<file path="src/rtl/cpu_pkg.sv">
// Shared CPU control definitions: phase count default, phase width and sequencer states.
// No logic; imported by the sequencer and the control decoder.
package cpu_pkg;

    localparam int NUM_PHASES_DEF = 5;
    localparam int PHASE_W        = 3;

    typedef enum logic [1:0] {
        IDLE = 2'b00,
        RUN  = 2'b01,
        STEP = 2'b10
    } seq_state_t;

endpackage

</file>
<file path="src/rtl/exec_edge_sync.sv">
// Two-flop synchroniser plus rising-edge detector for an asynchronous panel button.
// Pulse appears two edges after the button is first sampled high; one cycle per press.
module exec_edge_sync (
    input  logic clk,
    input  logic rst,
    input  logic btn_i,
    output logic pulse_o
);

    logic       sync1_q;
    logic       sync2_q;
    logic       exec_prev_q;
    logic [1:0] prime_q;

    // sync2 holds reset zeros for two edges after rst; exec_prev stays high until
    // sync2 carries a real sample, so a button held through reset never fires.
    always_ff @(posedge clk) begin
        if (rst) begin
            sync1_q     <= 1'b0;
            sync2_q     <= 1'b0;
            exec_prev_q <= 1'b1;
            prime_q     <= 2'b00;
        end else begin
            sync1_q     <= btn_i;
            sync2_q     <= sync1_q;
            prime_q     <= {prime_q[0], 1'b1};
            exec_prev_q <= prime_q[1] ? sync2_q : 1'b1;
        end
    end

    assign pulse_o = sync2_q & ~exec_prev_q;

endmodule

</file>
<file path="src/rtl/phase_sequencer.sv">
// Steps instruction phases on front-panel exec presses (free run or single step), halts at boundaries.
// Start is three edges after exec is sampled high; stop_flag/stop requests act only in the last phase.
module phase_sequencer
    import cpu_pkg::*;
#(
    parameter int NUM_PHASES = NUM_PHASES_DEF,
    parameter int CNT_W      = 16
) (
    input  logic                  clk,
    input  logic                  rst,
    input  logic                  exec,
    input  logic                  step_mode,
    input  logic                  stop_flag,
    output logic [PHASE_W-1:0]    phase,
    output logic [NUM_PHASES-1:0] phase_oh,
    output logic                  running,
    output logic                  instr_done,
    output logic [CNT_W-1:0]      retired
);

    localparam logic [PHASE_W-1:0] LAST = PHASE_W'(NUM_PHASES - 1);

    logic               exec_pulse;
    seq_state_t         state_q;
    logic [PHASE_W-1:0] phase_q;
    logic               running_q;
    logic               stop_req_q;
    logic [CNT_W-1:0]   retired_q;
    logic               last_phase;

    exec_edge_sync u_exec_sync (
        .clk     (clk),
        .rst     (rst),
        .btn_i   (exec),
        .pulse_o (exec_pulse)
    );

    assign last_phase = (phase_q == LAST);
    assign instr_done = running_q & last_phase;

    always_ff @(posedge clk) begin
        if (rst) begin
            state_q    <= IDLE;
            phase_q    <= '0;
            running_q  <= 1'b0;
            stop_req_q <= 1'b0;
            retired_q  <= '0;
        end else begin
            if (instr_done)
                retired_q <= retired_q + CNT_W'(1);

            case (state_q)
                IDLE: begin
                    phase_q <= '0;
                    if (exec_pulse) begin
                        state_q   <= step_mode ? STEP : RUN;
                        running_q <= 1'b1;
                    end
                end
                RUN: begin
                    if (last_phase) begin
                        phase_q <= '0;
                        // A pulse landing exactly in the last phase stops now rather than lingering.
                        if (stop_flag | stop_req_q | exec_pulse) begin
                            state_q    <= IDLE;
                            running_q  <= 1'b0;
                            stop_req_q <= 1'b0;
                        end
                    end else begin
                        phase_q <= phase_q + PHASE_W'(1);
                        if (exec_pulse)
                            stop_req_q <= 1'b1;
                    end
                end
                STEP: begin
                    if (last_phase) begin
                        phase_q   <= '0;
                        state_q   <= IDLE;
                        running_q <= 1'b0;
                    end else begin
                        phase_q <= phase_q + PHASE_W'(1);
                    end
                end
                default: begin
                    state_q    <= IDLE;
                    phase_q    <= '0;
                    running_q  <= 1'b0;
                    stop_req_q <= 1'b0;
                end
            endcase
        end
    end

    always_comb begin
        phase_oh = '0;
        for (int i = 0; i < NUM_PHASES; i++)
            phase_oh[i] = running_q && (phase_q == PHASE_W'(i));
    end

    assign phase   = phase_q;
    assign running = running_q;
    assign retired = retired_q;

endmodule

</file>
<file path="config.mk">
export PLATFORM = sky130hd
export DESIGN_NAME = phase_sequencer
export DESIGN_NICKNAME = d
export VERILOG_FILES = /design/src/rtl/cpu_pkg.sv /design/src/rtl/exec_edge_sync.sv /design/src/rtl/phase_sequencer.sv
export SDC_FILE = /design/constraint.sdc
export NUM_CORES = 1
export LEC_CHECK = 0
export CELL_PAD_IN_SITES_DETAIL_PLACEMENT = 0
export CELL_PAD_IN_SITES_GLOBAL_PLACEMENT = 2
export CORE_ASPECT_RATIO = 0.9
export CORE_MARGIN = 2
export CORE_UTILIZATION = 30
export DETAILED_ROUTE_END_ITERATION = 12
export PLACE_DENSITY_LB_ADDON = 0.15
export SLEW_MARGIN = 20
export SYNTH_ARGS = -nofsm -noshare
export SYNTH_HDL_FRONTEND = slang
export SYNTH_SLANG_ARGS = --single-unit
export TNS_END_PERCENT = 20
</file>
<file path="constraint.sdc">
create_clock -name clk -period 4.1 [get_ports clk]
set_input_delay 0.82 -clock clk [delete_from_list [all_inputs] [get_ports clk]]
set_output_delay 0.82 -clock clk [all_outputs]
set_load 0.005 [all_outputs]
</file>
After elaboration in Yosys (flattened, before gate mapping)
Cells that the tools add are included.
W data, S select, Z words.
{"block": "classes", "n_addsub": 2, "n_eq_ne": 12, "muxes": 14, "bitwise": 8, "reduce_logical": 13}
{"cell": "$add A16 B1 Y16 const B", "count": 1}
{"cell": "$mux W2", "count": 5}
{"cell": "$ne A2 B2 Y1 const B", "count": 4}
{"cell": "$eq A3 B2 Y1 const B", "count": 2}
{"cell": "$mux W1", "count": 6}
{"cell": "$ne A3 B3 Y1 const B", "count": 2}
{"cell": "$pmux W2 S3", "count": 1}
{"cell": "$reduce_or A2 Y1", "count": 3}
{"cell": "$logic_and A1 B1 Y1", "count": 5}
{"cell": "$not A1 Y1", "count": 4}
{"cell": "$reduce_and A4 Y1", "count": 1}
{"cell": "$add A3 B1 Y3 const B", "count": 1}
{"cell": "$eq A3 B1 Y1 const B", "count": 1}
{"cell": "$eq A3 B3 Y1 const B", "count": 1}
{"cell": "$logic_not A3 Y1", "count": 1}
{"cell": "$pmux W1 S3", "count": 1}
{"cell": "$reduce_and A3 Y1", "count": 1}
{"cell": "$reduce_or A3 Y1", "count": 1}
{"cell": "$and A1 B1 Y1", "count": 2}
{"cell": "$eq A2 B1 Y1 const B", "count": 1}
{"cell": "$eq A2 B2 Y1 const B", "count": 1}
{"cell": "$logic_not A2 Y1", "count": 1}
{"cell": "$or A1 B1 Y1", "count": 2}
{"cell": "$pmux W1 S2", "count": 1}
{"block": "totals", "register_bits": 28, "inputBits": 5, "output_inout_bits": 26, "word_cells": 59}

Logic depth before layout (Yosys ltp)
Gate-level depths: netlist of run 1.
{"block": "logic_depth", "word_depth": 6, "mapped_depth": 7, "ltp_nobuf": 7}

Hierarchy
From an unflattened synthesis of run 1, not the netlist that was laid out.
{"block": "hier_totals", "cells_unflattened": 142, "hier_area_um2": 1301.2}
{"module": "phase_sequencer", "instances": 1, "cells_each": 131, "area_each_um2": 1156.1, "seq_area_each_um2": 460.4}
{"module": "exec_edge_sync", "instances": 1, "cells_each": 11, "area_each_um2": 145.1, "seq_area_each_um2": 100.1}

Least setup slack after synthesis of run 1
No wires, ideal clock.
{"block": "synth_path", "path_kind": "reg2reg", "start": "register phase_q[0], in the netlist phase[0]", "end": "register retired_q[15], in the netlist retired[15]", "setup_ns": 0.071, "t_arrival_ns": 1.815, "required_time_ns": 4.029, "path_slack_ns": 2.215, "stages_incl_launch_ff": 8, "path_buffers": 1, "period_less_slack_ns": 1.885, "path_cell_list": "dfxtp_1 -> inv_1 -> ha_1 -> nand3_2 -> or3_1 -> buf_2 -> or4_1 -> a21oi_1"}
{"block": "synth_via", "elab_chain_cells": 2}
{"item": "start: declaration", "line": "phase_sequencer.sv:25", "source": "logic [PHASE_W-1:0] phase_q;"}
{"item": "start signal: assignment", "line": "phase_sequencer.sv:70", "source": "phase_q <= phase_q + PHASE_W'(1);"}
{"item": "start signal: assignment", "line": "phase_sequencer.sv:81", "source": "phase_q <= phase_q + PHASE_W'(1);"}
{"item": "$eq A3 B3 Y1", "line": "phase_sequencer.sv:38", "source": "assign last_phase = (phase_q == LAST);"}
{"item": "$and A1 B1 Y1", "line": "phase_sequencer.sv:39", "source": "assign instr_done = running_q & last_phase;"}
{"item": "end signal: assignment", "line": "phase_sequencer.sv:50", "source": "retired_q <= retired_q + CNT_W'(1);"}
{"item": "end: declaration", "line": "phase_sequencer.sv:28", "source": "logic [CNT_W-1:0] retired_q;"}
Every way passes these cells.
A chain may end at the register's enable or synchronous reset.

Final worst setup path of run 1
{"block": "layout_path", "start": "register phase_q[0], in the netlist phase[0]", "end": "output port phase_oh[4]"}
{"block": "layout_via", "elab_chain_cells": 2}
{"item": "$eq A3 B3 Y1", "line": "phase_sequencer.sv:97", "source": "phase_oh[i] = running_q && (phase_q == PHASE_W'(i));"}
{"item": "$logic_and A1 B1 Y1", "line": "phase_sequencer.sv:97"}
{"item": "end: declaration", "line": "phase_sequencer.sv:15", "source": "output logic [NUM_PHASES-1:0] phase_oh,"}
Every way passes these cells.

==> results of run 1 <==
## routing by layer
| layer | wire (um) | up-vias | GRT usage | share of wire |
|---|---|---|---|---|
| li1 | - | 533 | - | - |
| met1 | 1330 | 503 | 0.152 | 0.49 |
| met2 | 1270 | 18 | 0.196 | 0.47 |
| met3 | 98 | 2 | 0.0337 | 0.036 |
| met4 | 22 | 0 | 0.0354 | 0.0081 |
| met5 | 0 | - | 0 | 0 |
## critical path: cells and delay by family, from the launching register on
kind                       cells  cell delay (ns)
DFF                            1             0.37
buffers and inverters          3             0.82
and+or+nand+nor                1             0.13
adders and majority gates      1             0.23
## power by group through the flow
stage | clock network, W | logic [W] | registers, W
after global routing | 0.000187 | 0.0000140 | 0.000276
final | 0.000167 | 0.0000124 | 0.000275
after global placement | 0 | 0.0000125 | 0.000282
after floorplan | 0 | 0.00000618 | 0.000281
after detailed placement | 0 | 0.0000127 | 0.000282
after CTS | 0.000176 | 0.0000127 | 0.000276
## how the worst max path moves through the flow
stage	from	endpoint	slack, ns	depth (start not counted)
floorplan	phase[0]	retired[15]	2.21	7
global placement	rst	state_q[0]	1.55	4
detailed placement	rst	state_q[0]	1.50	4
CTS	phase[0]	instr_done	1.43	5
global route	phase[0]	phase_oh[4]	1.32	5
finish	phase[0]	phase_oh[4]	1.45	5
## sequential cells by signal (all words and copies together), names as in the netlist
signal                   count
u_exec_sync.exec_prev_q      1
state_q                      2
running                      1
u_exec_sync.sync1_q          1
phase                        3
retired                     16
u_exec_sync.prime_q          2
stop_req_q                   1
u_exec_sync.sync2_q          1
## placed cells by master, fill, tap and decap left out, drive strengths merged, types with 2 or more instances in the layout
cell / netlist / routed
clkdlybuf4s50: 0 / 30
dfxtp: 28 / 28
nor2: 16 / 16
inv: 14 / 14
ha: 9 / 9
nand2: 8 / 8
a21oi: 8 / 8
xnor2: 6 / 6
or3: 5 / 5
nand3: 5 / 5
xor2: 4 / 4
nor2b: 4 / 4
clkbuf: 2 / 4
nand4: 4 / 4
and3: 3 / 3
o21ai: 3 / 3
nor4: 3 / 3
nor3: 2 / 2
a22o: 2 / 2
o31ai: 2 / 2
or4: 2 / 2
## area by class of cell
type,instances,area share
Tap cell,48,0.0363
Multi-Input combinational cell,94,0.379
Clock buffer,4,0.0333
Sequential cell,28,0.339
Timing Repair Buffer,30,0.181
Inverter,14,0.0317
## cells by family after synthesis
family | share of synthesized area
buf+inv | 0.0576
simple gates | 0.244
xor+xnor | 0.0695
fa+ha+maj | 0.0894
flops | 0.445
compound gates | 0.0943
## per-stage QoR
| stage | hold slack (ns) | utilization | instances | instance area [sq um] |
|---|---|---|---|---|
| 6_report | 0.375 | 0.409 | 218 | 1660 |
| 5_1_grt | 0.388 | 0.409 | 218 | 1660 |
| 4_1_cts | 0.381 | 0.409 | 218 | 1660 |
| 3_5_place_dp | 0.359 | 0.395 | 214 | 1600 |
| 3_3_place_gp | 0.345 | 0.395 | 214 | 1600 |
| 2_1_floorplan | 0.343 | - | 140 | 1260 |
==> out/qor.csv, run 1 <==
stage;metric;value;unit
status;status;finished, final reports clean;
routing;detailed-route via count;1056;
pwr;Clock power frac;0.368;
die;chip width;72.3;um
synthesis;top-count cell post-synth;dfxtp_1;
worst_hold_path;worst hold endpoint;u_exec_sync.exec_prev_q;
pwr;Pint;0.000366;W
worst_setup_path;Critical Path AT;1.83;ns
grt;gr usage total;0.119;
cts;Max Buffers Root-to-Sink;2;
routing;DR iter-0 viols;26;
synthesis;cell count after synthesis;140;
cts;TritonCTS clock tree;yes;
cts;clk sinks;28;
worst_setup_path;CP endpoint kind;output pin;
timing;Tmin final;2.65;ns
pwr;Flop pwr share;0.605;
synthesis;Async SR Flop Fraction;0;
cts;Reg clk slew, reported paths;0.09;ns
cts;Post-CTS Setup Bufs;0;
place;routability cong.;0.703;
worst_setup_path;Critical Path RT;3.28;ns
layout;Ant. Diodes;0;
layout;layout cells sized above 1;0.0412;
timing;final setup vio count;0;
pwr;Psw;0.0000890;W
timing;max_slew headroom;0.433;
synthesis;post-synth top area cell;dfxtp_1;
synthesis;Post-synth EDFFs;0;
synthesis;Synth top area share;0.445;
timing;Setup Total Neg Slack;0;ns
pwr;Total Power;0.000455;W
worst_setup_path;CP Launch Type;flip-flop;
job;max cap viols;0;
die;Core ar.;4050;sq um
worst_setup_path;critical path peak fanout;6;
timing;final hold vios;0;
layout;Multi-input gate area;627;sq um
worst_hold_path;Hold Path Stages;1;
timing;crit share post-route;0.646;
worst_setup_path;reg2reg setup slack;1.99;ns
timing;RSZ-0062 raised after global routing;no;
worst_setup_path;Reg-to-Reg End;retired[13];
synthesis;Seq cells post-synth;28;
cts;Skew-Pair Late Insertion Delay;0.27;ns
routing;# DRC;0;
timing;Least-Margin Pin Slew;0.848;ns
grt;vias in the first global route;995;
synthesis;Avg Cell Area, Syn;9.00;sq um
synthesis;Area contributors post-synth;dfxtp_1 44%, ha_1 8.9%, nor2_1 4.8%;
grt;largest net degree at the start of global routing;24;
place;dpl hpwl;1990;um
cts;H-tree depth;1;
synthesis;Net Count, Synth;154;
synthesis;Seq/Total Area, Yosys;0.445;
grt;global-route wire length before repair;4440;um
synthesis;Top FF cell, synth;dfxtp_1;
synthesis;Synth Cell Area;1260;sq um
cts;TritonCTS Buffers;3;
timing;fmax;378;MHz
grt;aggregate global routing overflow;0;
cts;CTS Root Cell;clkbuf_8;
die;num ports;31;
routing;vias per cell;4.84;
worst_setup_path;kind of critical path;reg2out;
cts;cts repair resizes;0;
routing;drt first pass iters;4;
synthesis;Synth top cells by count;28 x dfxtp_1, 16 x nor2_1, 14 x inv_1, 9 x ha_1;
routing;Routed wire per std cell;12.5;um
worst_setup_path;max incr delay on CP;0.54;ns
layout;FF+latch area;561;sq um
layout;final net count;185;
worst_hold_path;hold wc startpoint;u_exec_sync.prime_q[1];
synthesis;distinct cell type count after synthesis;32;
pwr;worst IR drop on VDD;137;uV
place;PortBufs;30;
worst_setup_path;Critical Path, Cell by Cell;inv_1 -> ha_1 -> nand3_2 -> inv_1 -> clkdlybuf4s50_1;
die;die area;4730;sq um
worst_setup_path;Reg2Reg Depth;6;
timing;worst setup margin;1.45;ns
worst_setup_path;CP max stage cell;clkdlybuf4s50_1;
routing;Antenna Nets Post-Route;0;
layout;Area Overhead vs Synth;31.4;%
layout;Filler cells;412;
cts;CTS Hold Bufs;0;
die;# rows;22;
pwr;pwr dens;275;nW/um^2
place;pre-CTS WS;1.50;ns
worst_setup_path;Critical R2R Launch;phase[0];
worst_setup_path;Worst path most repeated cell;inv_1;
timing;max-slew violations;0;
worst_hold_path;hold crit path type;reg2reg;
synthesis;Synth warnings;0;
pwr;Sw Share;0.196;
grt;initial antenna violation count;0;
die;Die Y;65.5;um
pwr;Comb pwr share;0.027;
timing;Clock Skew;0.00482;ns
pwr;LEAKAGE;0.585;nW
routing;Routed WL;2720;um
die;Initial Utilization;0.311;
Power figures use the tool's default switching activity.
==> run 2: changes to the inputs <==
CORE_UTILIZATION = 25   (was 30)
clock period = 2.4 ns   (was 4.1 ns; I/O delays follow)
==> run 2 against run 1 <==
  * Sequential power grew 71%
  * Count of clock-buffer cells in the layout is the same
  * Via count shrank 3.0%
  * Design area grew 2.2%
  * Register-to-register slack lost 1.7 ns
  * Clock skew shrank 0.00085 ns
  * Die area grew 19%
  * Wire length grew 3.0%
  * Total power grew 73%
==> out/qor.csv, run 2 (synthesis results as in run 1) <==
stage;metric;value;unit
grt;largest net degree at the start of global routing;16;
worst_setup_path;CP Launch Type;flip-flop;
routing;drt first pass iters;4;
cts;Skew-Pair Late Insertion Delay;0.27;ns
job;max cap viols;0;
routing;# DRC;0;
timing;final hold vios;0;
routing;Routed wire per std cell;11.8;um
cts;CTS Root Cell;clkbuf_8;
worst_setup_path;critical path peak fanout;6;
die;chip width;78.8;um
pwr;Total Power;0.000790;W
grt;gr usage total;0.111;
die;num ports;31;
timing;Min Hold Slack;0.370;ns
worst_setup_path;Reg2Reg Depth;6;
worst_setup_path;Critical R2R Launch;phase[0];
place;dpl hpwl;2100;um
layout;final net count;187;
routing;vias per cell;4.32;
cts;Max Buffers Root-to-Sink;2;
timing;Least-Margin Pin Slew;0.385;ns
die;# rows;24;
cts;H-tree depth;1;
timing;Tmin final;2.24;ns
status;status;finished, final reports clean;
layout;most common cell after layout, fill and taps aside;clkdlybuf4s50_1;
place;routability cong.;0.724;
worst_setup_path;CP endpoint kind;output pin;
die;die area;5620;sq um
routing;detailed-route via count;1024;
die;Initial Utilization;0.259;
routing;Routed WL;2800;um
layout;max reg flops;16;
worst_setup_path;kind of critical path;reg2out;
worst_hold_path;Hold Path Stages;1;
worst_hold_path;hold crit path type;reg2reg;
cts;clk sinks;28;
grt;vias in the first global route;1063;
timing;final setup vio count;0;
die;Core ar.;4860;sq um
timing;max-slew violations;0;
layout;commonest non-fill, non-tap cells in the layout;30 x clkdlybuf4s50_1, 28 x dfxtp_1, 16 x nor2_1;
cts;TritonCTS Buffers;3;
worst_setup_path;reg2reg setup slack;0.31;ns
timing;crit share post-route;0.933;
pwr;pwr dens;467;nW/um^2
worst_hold_path;hold wc startpoint;u_exec_sync.prime_q[1];
timing;Setup Total Neg Slack;0;ns
grt;aggregate global routing overflow;0;
grt;initial antenna violation count;0;
timing;max_slew headroom;0.741;
pwr;LEAKAGE;0.592;nW
layout;layout cells sized above 1;0.0581;
cts;Reg clk slew, reported paths;0.10;ns
worst_setup_path;Critical Path RT;1.92;ns
worst_setup_path;Reg-to-Reg End;retired[13];
grt;global-route wire length before repair;4880;um
timing;RSZ-0062 raised after global routing;no;
timing;fmax;447;MHz
place;PortBufs;30;
pwr;worst IR drop on VDD;216;uV
cts;CTS Hold Bufs;0;
worst_setup_path;Critical Path AT;1.76;ns
routing;DR iter-0 viols;34;
layout;final core occ;0.348;
worst_hold_path;worst hold endpoint;u_exec_sync.exec_prev_q;
cts;TritonCTS clock tree;yes;
timing;Clock Skew;0.00396;ns
layout;Area Overhead vs Synth;34.3;%
routing;Antenna Nets Post-Route;0;
layout;Ant. Diodes;0;
die;Die Y;71.4;um
[run 2: repair_timing]
action,in CTS,in global routing
gates resized for setup,0,1
endpoints found under the setup margin,0,2
setup buffers,0,0
[run 2: final cells by class]
class	count	area, sq um
clock buffer	4	55.1
fill	519	3170
inverter	14	52.6
multi-input combinational	94	627
sequential	28	561
tap	65	81.3
timing repair buffer	32	315
[run 2: where the power goes]
| group | internal (W) | switching, W | leakage (nW) |
|---|---|---|---|
| logic | 0.0000122 | 0.0000115 | 0.337 |
| clock network | 0.000147 | 0.000149 | 0.0288 |
| registers | 0.000469 | 0.00000165 | 0.227 |
| total | 0.000628 | 0.000162 | 0.592 |
[run 2: critical path, stage by stage, from the launching register on]
cell,delay (ns)
dfxtp_1,0.36
inv_1,0.09
ha_1,0.23
nand3_2,0.14
inv_2,0.14
clkdlybuf4s50_1,0.52
[run 2: worst max-delay path by stage]
| stage | startpoint | slack, ns | cells after the start | to |
|---|---|---|---|---|
| 2_1_floorplan | phase[0] | 0.51 | 7 | retired[15] |
| 6_report | phase[0] | 0.16 | 5 | phase_oh[4] |
| 5_1_grt | phase[0] | 0.03 | 5 | phase_oh[4] |
| 3_5_place_dp | phase[0] | 0.33 | 6 | retired[13] |
| 3_3_place_gp | phase[0] | 0.42 | 6 | retired[13] |
| 4_1_cts | phase[0] | 0.09 | 5 | phase_oh[4] |
[run 2: per-layer routing]
metal  global-route usage  vias up  part of all wire
li1                     -      537                 -
met2                0.188       15              0.45
met3               0.0315        2             0.030
met4               0.0345        0            0.0093
met5                    0        -                 0
met1                0.138      470              0.51
[run 2: through the flow]
stage | std cells | area (sq um) | setup WS [ns]
2_1_floorplan | 140 | 1260 | 0.515
3_3_place_gp | 233 | 1640 | 0.420
3_5_place_dp | 233 | 1640 | 0.329
4_1_cts | 237 | 1690 | 0.0863
5_1_grt | 237 | 1690 | 0.0305
6_report | 237 | 1690 | 0.162
==> run 3: changes to the inputs <==
RECOVER_POWER = 50   (was unset)
==> run 3 against run 2 <==
  * Via count shrank 0.20%
  * Count of clock-buffer cells in the layout stayed put
  * Worst hold slack about the same
  * Total power barely moved
  * Die area unchanged
  * Sequential cell count stayed put
  * Maximum frequency up 0.13%
  * Global-route usage unchanged
  * Clock skew down 0.0011 ns
  * Wire length down 0.29%
  * First-iteration DRC count unchanged
  * Critical path depth is the same
  * Largest power group unchanged
==> out/qor.csv, run 3 (synthesis results as in run 1) <==
stage;metric;value;unit
grt;gr usage total;0.111;
timing;final hold vios;0;
worst_setup_path;Critical Path RT;1.92;ns
pwr;pwr dens;468;nW/um^2
timing;RSZ-0062 raised after global routing;no;
die;# rows;24;
timing;max-slew violations;0;
layout;layout cells sized above 1;0.0523;
worst_setup_path;CP Launch Type;flip-flop;
routing;Top Layer Used;met4;
routing;WL met1;1410;um
cts;Reg clk slew, reported paths;0.10;ns
worst_setup_path;Critical Path AT;1.76;ns
cts;TritonCTS clock tree;yes;
layout;Filler cells;521;
layout;final cell count without fillers;237;
worst_setup_path;critical path peak fanout;6;
timing;fmax;447;MHz
cts;H-tree depth;1;
die;num ports;31;
die;Initial Utilization;0.259;
place;PortBufs;30;
worst_setup_path;max incr delay on CP;0.51;ns
status;status;finished, final reports clean;
place;dpl hpwl;2100;um
routing;Antenna Nets Post-Route;0;
routing;drt first pass iters;4;
pwr;LEAKAGE;0.618;nW
layout;Multi-input gate area;627;sq um
worst_setup_path;CP endpoint kind;output pin;
worst_setup_path;CP max stage cell;clkdlybuf4s50_1;
timing;Setup Total Neg Slack;0;ns
die;chip width;78.8;um
routing;# DRC;0;
grt;vias in the first global route;1063;
routing;met3 wire length;100;um
cts;Max Buffers Root-to-Sink;2;
timing;Least-Margin Pin Slew;0.481;ns
layout;final instance area;1690;sq um
timing;final setup vio count;0;
cts;clk sinks;28;
worst_setup_path;reg2reg setup slack;0.31;ns
place;Cells after DPL;233;
timing;Tmin final;2.24;ns
worst_hold_path;hold crit path type;reg2reg;
die;Core ar.;4860;sq um
worst_setup_path;Critical Path, Cell by Cell;inv_1 -> ha_1 -> nand3_2 -> inv_2 -> clkdlybuf4s50_1;
die;die area;5620;sq um
timing;max_slew headroom;0.679;
routing;WL met2;1250;um
grt;global-route wire length before repair;4880;um
routing;DR iter-0 viols;34;
place;pre-CTS WS;0.329;ns
cts;CTS Hold Bufs;0;
layout;Ant. Diodes;0;
layout;final core occ;0.347;
routing;detailed-route via count;1022;
cts;CTS Root Cell;clkbuf_8;
routing;Routed WL;2790;um
routing;Routed wire per std cell;11.8;um
routing;vias per cell;4.31;
pwr;worst IR drop on VDD;222;uV
layout;max reg flops;16;
grt;largest net degree at the start of global routing;16;
cts;Skew-Pair Late Insertion Delay;0.27;ns
place;Post-DP Area;1640;sq um
layout;commonest non-fill, non-tap cells in the layout;28 x dfxtp_1, 21 x clkdlybuf4s50_1, 16 x nor2_1;
layout;most common cell after layout, fill and taps aside;dfxtp_1;
worst_setup_path;kind of critical path;reg2out;
layout;Area Overhead vs Synth;34.0;%
grt;aggregate global routing overflow;0;
timing;Clock Skew;0.00286;ns
timing;worst setup margin;0.165;ns
die;Die Y;71.4;um
grt;initial antenna violation count;0;
layout;final net count;187;
layout;FF+latch area;561;sq um
place;routability cong.;0.724;
cts;TritonCTS Buffers;3;
job;max cap viols;0;
timing;crit share post-route;0.931;
==> run 3: cell count changes in the layout (fill, tap and decap cells not counted) <==
cell / delta
buf_4: -1
clkbuf_1: +1
clkdlybuf4s50_1: -9
dlygate4sd3_1: +9
==> run 3: worst max-delay path, delay by kind of cell, from the launching register on <==
| kind | cells | cell delay, ns |
|---|---|---|
| flops | 1 | 0.36 |
| simple gates | 1 | 0.14 |
| buf+inv | 3 | 0.74 |
| fa+ha+maj | 1 | 0.23 |
==> run 3: metal layers <==
metal / up-vias / GRT usage
li1: 537 / -
met1: 462 / 0.138
met2: 19 / 0.188
met3: 4 / 0.0315
met4: 0 / 0.0345
met5: - / 0
==> run 3: final cells by class <==
type                       count  area share
multi-input combinational     94       0.371
sequential                    28       0.332
timing repair buffer          32       0.185
tap                           65      0.0482
clock buffer                   4      0.0326
inverter                      14      0.0311
==> run 3: final timing paths <==
path,cells after the start,endpoint,from
worst min-delay path,1,u_exec_sync.exec_prev_q,u_exec_sync.prime_q[1]
worst max register to register,6,retired[13],phase[0]
worst max-delay path,5,phase_oh[4],phase[0]
worst min register to register,1,u_exec_sync.exec_prev_q,u_exec_sync.prime_q[1]
==> run 3: where the power goes <==
group | internal (W) | switching, W | leakage, nW
clock | 0.000147 | 0.000150 | 0.0288
combinational | 0.0000111 | 0.0000115 | 0.362
sequential | 0.000469 | 0.00000165 | 0.227
total | 0.000627 | 0.000163 | 0.618
==> run 3: metrics by stage <==
| stage | hold slack [ns] | total power (W) |
|---|---|---|
| after floorplan | 0.343 | 0.000491 |
| after global placement | 0.350 | 0.000506 |
| after detailed placement | 0.351 | 0.000506 |
| after CTS | 0.375 | 0.000804 |
| after global routing | 0.398 | 0.000829 |
| final | 0.370 | 0.000790 |
==> run 3: repair_timing <==
| item | 4_1_cts | 5_1_grt |
|---|---|---|
| endpoints found under the setup margin | 0 | 2 |
| resized for setup | 0 | 1 |
| setup buffers | 0 | 0 |
==> edit (settings of run 1) <==
Change the package constant `PHASE_W` from 3 to 6.
--- a/src/rtl/cpu_pkg.sv
+++ b/src/rtl/cpu_pkg.sv
@@ -3,7 +3,7 @@
 package cpu_pkg;
 
     localparam int NUM_PHASES_DEF = 5;
-    localparam int PHASE_W        = 3;
+    localparam int PHASE_W        = 6;
 
     typedef enum logic [1:0] {
         IDLE = 2'b00,
Ports: changed (resized phase); port bits go from 31 to 34. The function was not compared with the original's and may differ.
==> edit against run 1 <==
- sequential cell count grew 3
- highest routed layer unchanged
- final cell count rose by 18%
- hold slack got worse by 6.1 ps
- core utilization increased by 1.2 points
- via count up 18%
- synthesized cell count rose by 15%
- worst setup slack got worse by 170 ps
- wire length increased by 15%
- synthesized area is 15% higher
- count of clock-buffer cells in the layout grew 1
- final area grew 16%
Power is not compared: it rests on default switching activity, and its combinational part moved more than twofold at a synthesized area within 25%.
==> edit: results (changes against run 1) <==
status complete, no violations (unchanged); synth cell count leaders 31 x dfxtp_1, 15 x nor2_1, 13 x nand2_1 (was 28 x dfxtp_1, 16 x nor2_1, 14 x inv_1); H-Tree Depth 2 (was 1); register area share after synthesis 42.8% (was 44.5%); Worst path top cell family by delay buffers and inverters (unchanged); CTS Buf Count 5 (was 3); Die ar. 5410 µm² (was 4730 µm²); FILL cells 485 (was 412); Reg clk slew, reported paths 70 ps (was 90 ps); top post-synthesis cells by area dfxtp_1 43%, ha_1 6.9%, nor2_1 3.9%, a21oi_1 3.8%, xor2_1 3.6% (was dfxtp_1 44%, ha_1 8.9%, nor2_1 4.8%, inv_1 4.2%, xnor2_1 4.2%); clock skew 9.93 ps (was 4.82 ps); Min Hold Slack 369 ps (was 375 ps); fraction of the mapped netlist area in adder cells 6.90% (was 8.94%); GRT Resource Usage Total 12.8% (was 11.9%); first-pass GRT wire length 5.53 mm (was 4.44 mm); met1 wire length 1.44 mm (was 1.33 mm); Detailed Route WL 3.13 mm (was 2.72 mm); number of global-route vias before repair 1240 (was 995); largest net degree at the start of global routing 23 (was 24); Worst EP arrival 2000 ps (was 1830 ps); DR iter-0 viols 49 (was 26); Synth cell types 30 (was 32); Port Buffer Count 33 (was 30); Routed met2 length 1.49 mm (was 1.27 mm); Placer Congestion 0.737 (was 0.703); layout cell share with drive strength beyond 1 6.63% (was 4.12%); multiplexer area fraction after synthesis 2.76% (was 0%); Synth Area in XOR/XNOR 5.44% (was 6.95%); syn nets 174 (was 154); Slew @ Worst Pin 468 ps (was 848 ps); number of vias per cell 4.84 (about the same); compound-gate portion of the synthesized area 10.4% (was 9.43%); leakage 0.647 nW; final net count 208 (was 185); total grt overflow 0 (unchanged); WL met3 152 µm (was 98 µm); Mean Syn Cell Area 9.01 µm² (was 9.00 µm²)
## edit: cell types whose count changed after synthesis, moves of 4 or more
cell	before	now
and2_1	1	8
inv_1	14	6
mux2i_1	0	4
nand2_1	8	13
nand3_1	3	7
o31ai_1	2	6
or4_1	2	6
## edit: area by class of cell
class	count	area, µm²	share of cell area, %
Clock inverter	3	15.0	0.784
Sequential cell	31	621	32.4
Timing Repair Buffer	34	338	17.6
Multi-Input combinational cell	116	769	40.2
Inverter	7	26.3	1.37
Clock buffer	5	68.8	3.59
Tap cell	62	77.6	4.05
## edit: worst max-delay path by stage
stage | slack [ps] | endpoint | depth (start not counted) | startpoint
after floorplan | 1880 | phase_oh[4] | 7 | phase[0]$_SDFF_PP0_
after global placement | 1630 | instr_done | 5 | phase[0]$_SDFF_PP0_
after detailed placement | 1590 | instr_done | 5 | phase[0]$_SDFF_PP0_
after CTS | 1270 | instr_done | 5 | phase[0]$_SDFF_PP0_
after global routing | 1150 | instr_done | 5 | phase[0]$_SDFF_PP0_
final | 1280 | instr_done | 5 | phase[0]$_SDFF_PP0_
## edit: cells by family after synthesis
kind of cell	Yosys count
flops	31
compound gates	24
buf+inv	14
simple gates	71
mux	4
xor+xnor	9
fa+ha+maj	8
## edit: layer usage
metal | vias to the layer above | GRT usage (%)
li1 | 633 | -
met1 | 583 | 15.0
met2 | 25 | 21.5
met3 | 7 | 4.39
met4 | 0 | 4.76
met5 | - | 0
## edit: metrics by stage
stage,worst slack (ps),cell area (µm²)
floorplan,1880,1450
global placement,1630,1830
detailed placement,1590,1830
CTS,1270,1920
global route,1150,1920
finish,1280,1920
## edit: where the power goes
part           internal, mW  switching (mW)  leakage, nW
clock network         0.116           0.113       0.0477
registers             0.312         0.00909        0.251
logic                0.0418          0.0390        0.348
total                 0.470           0.161        0.647
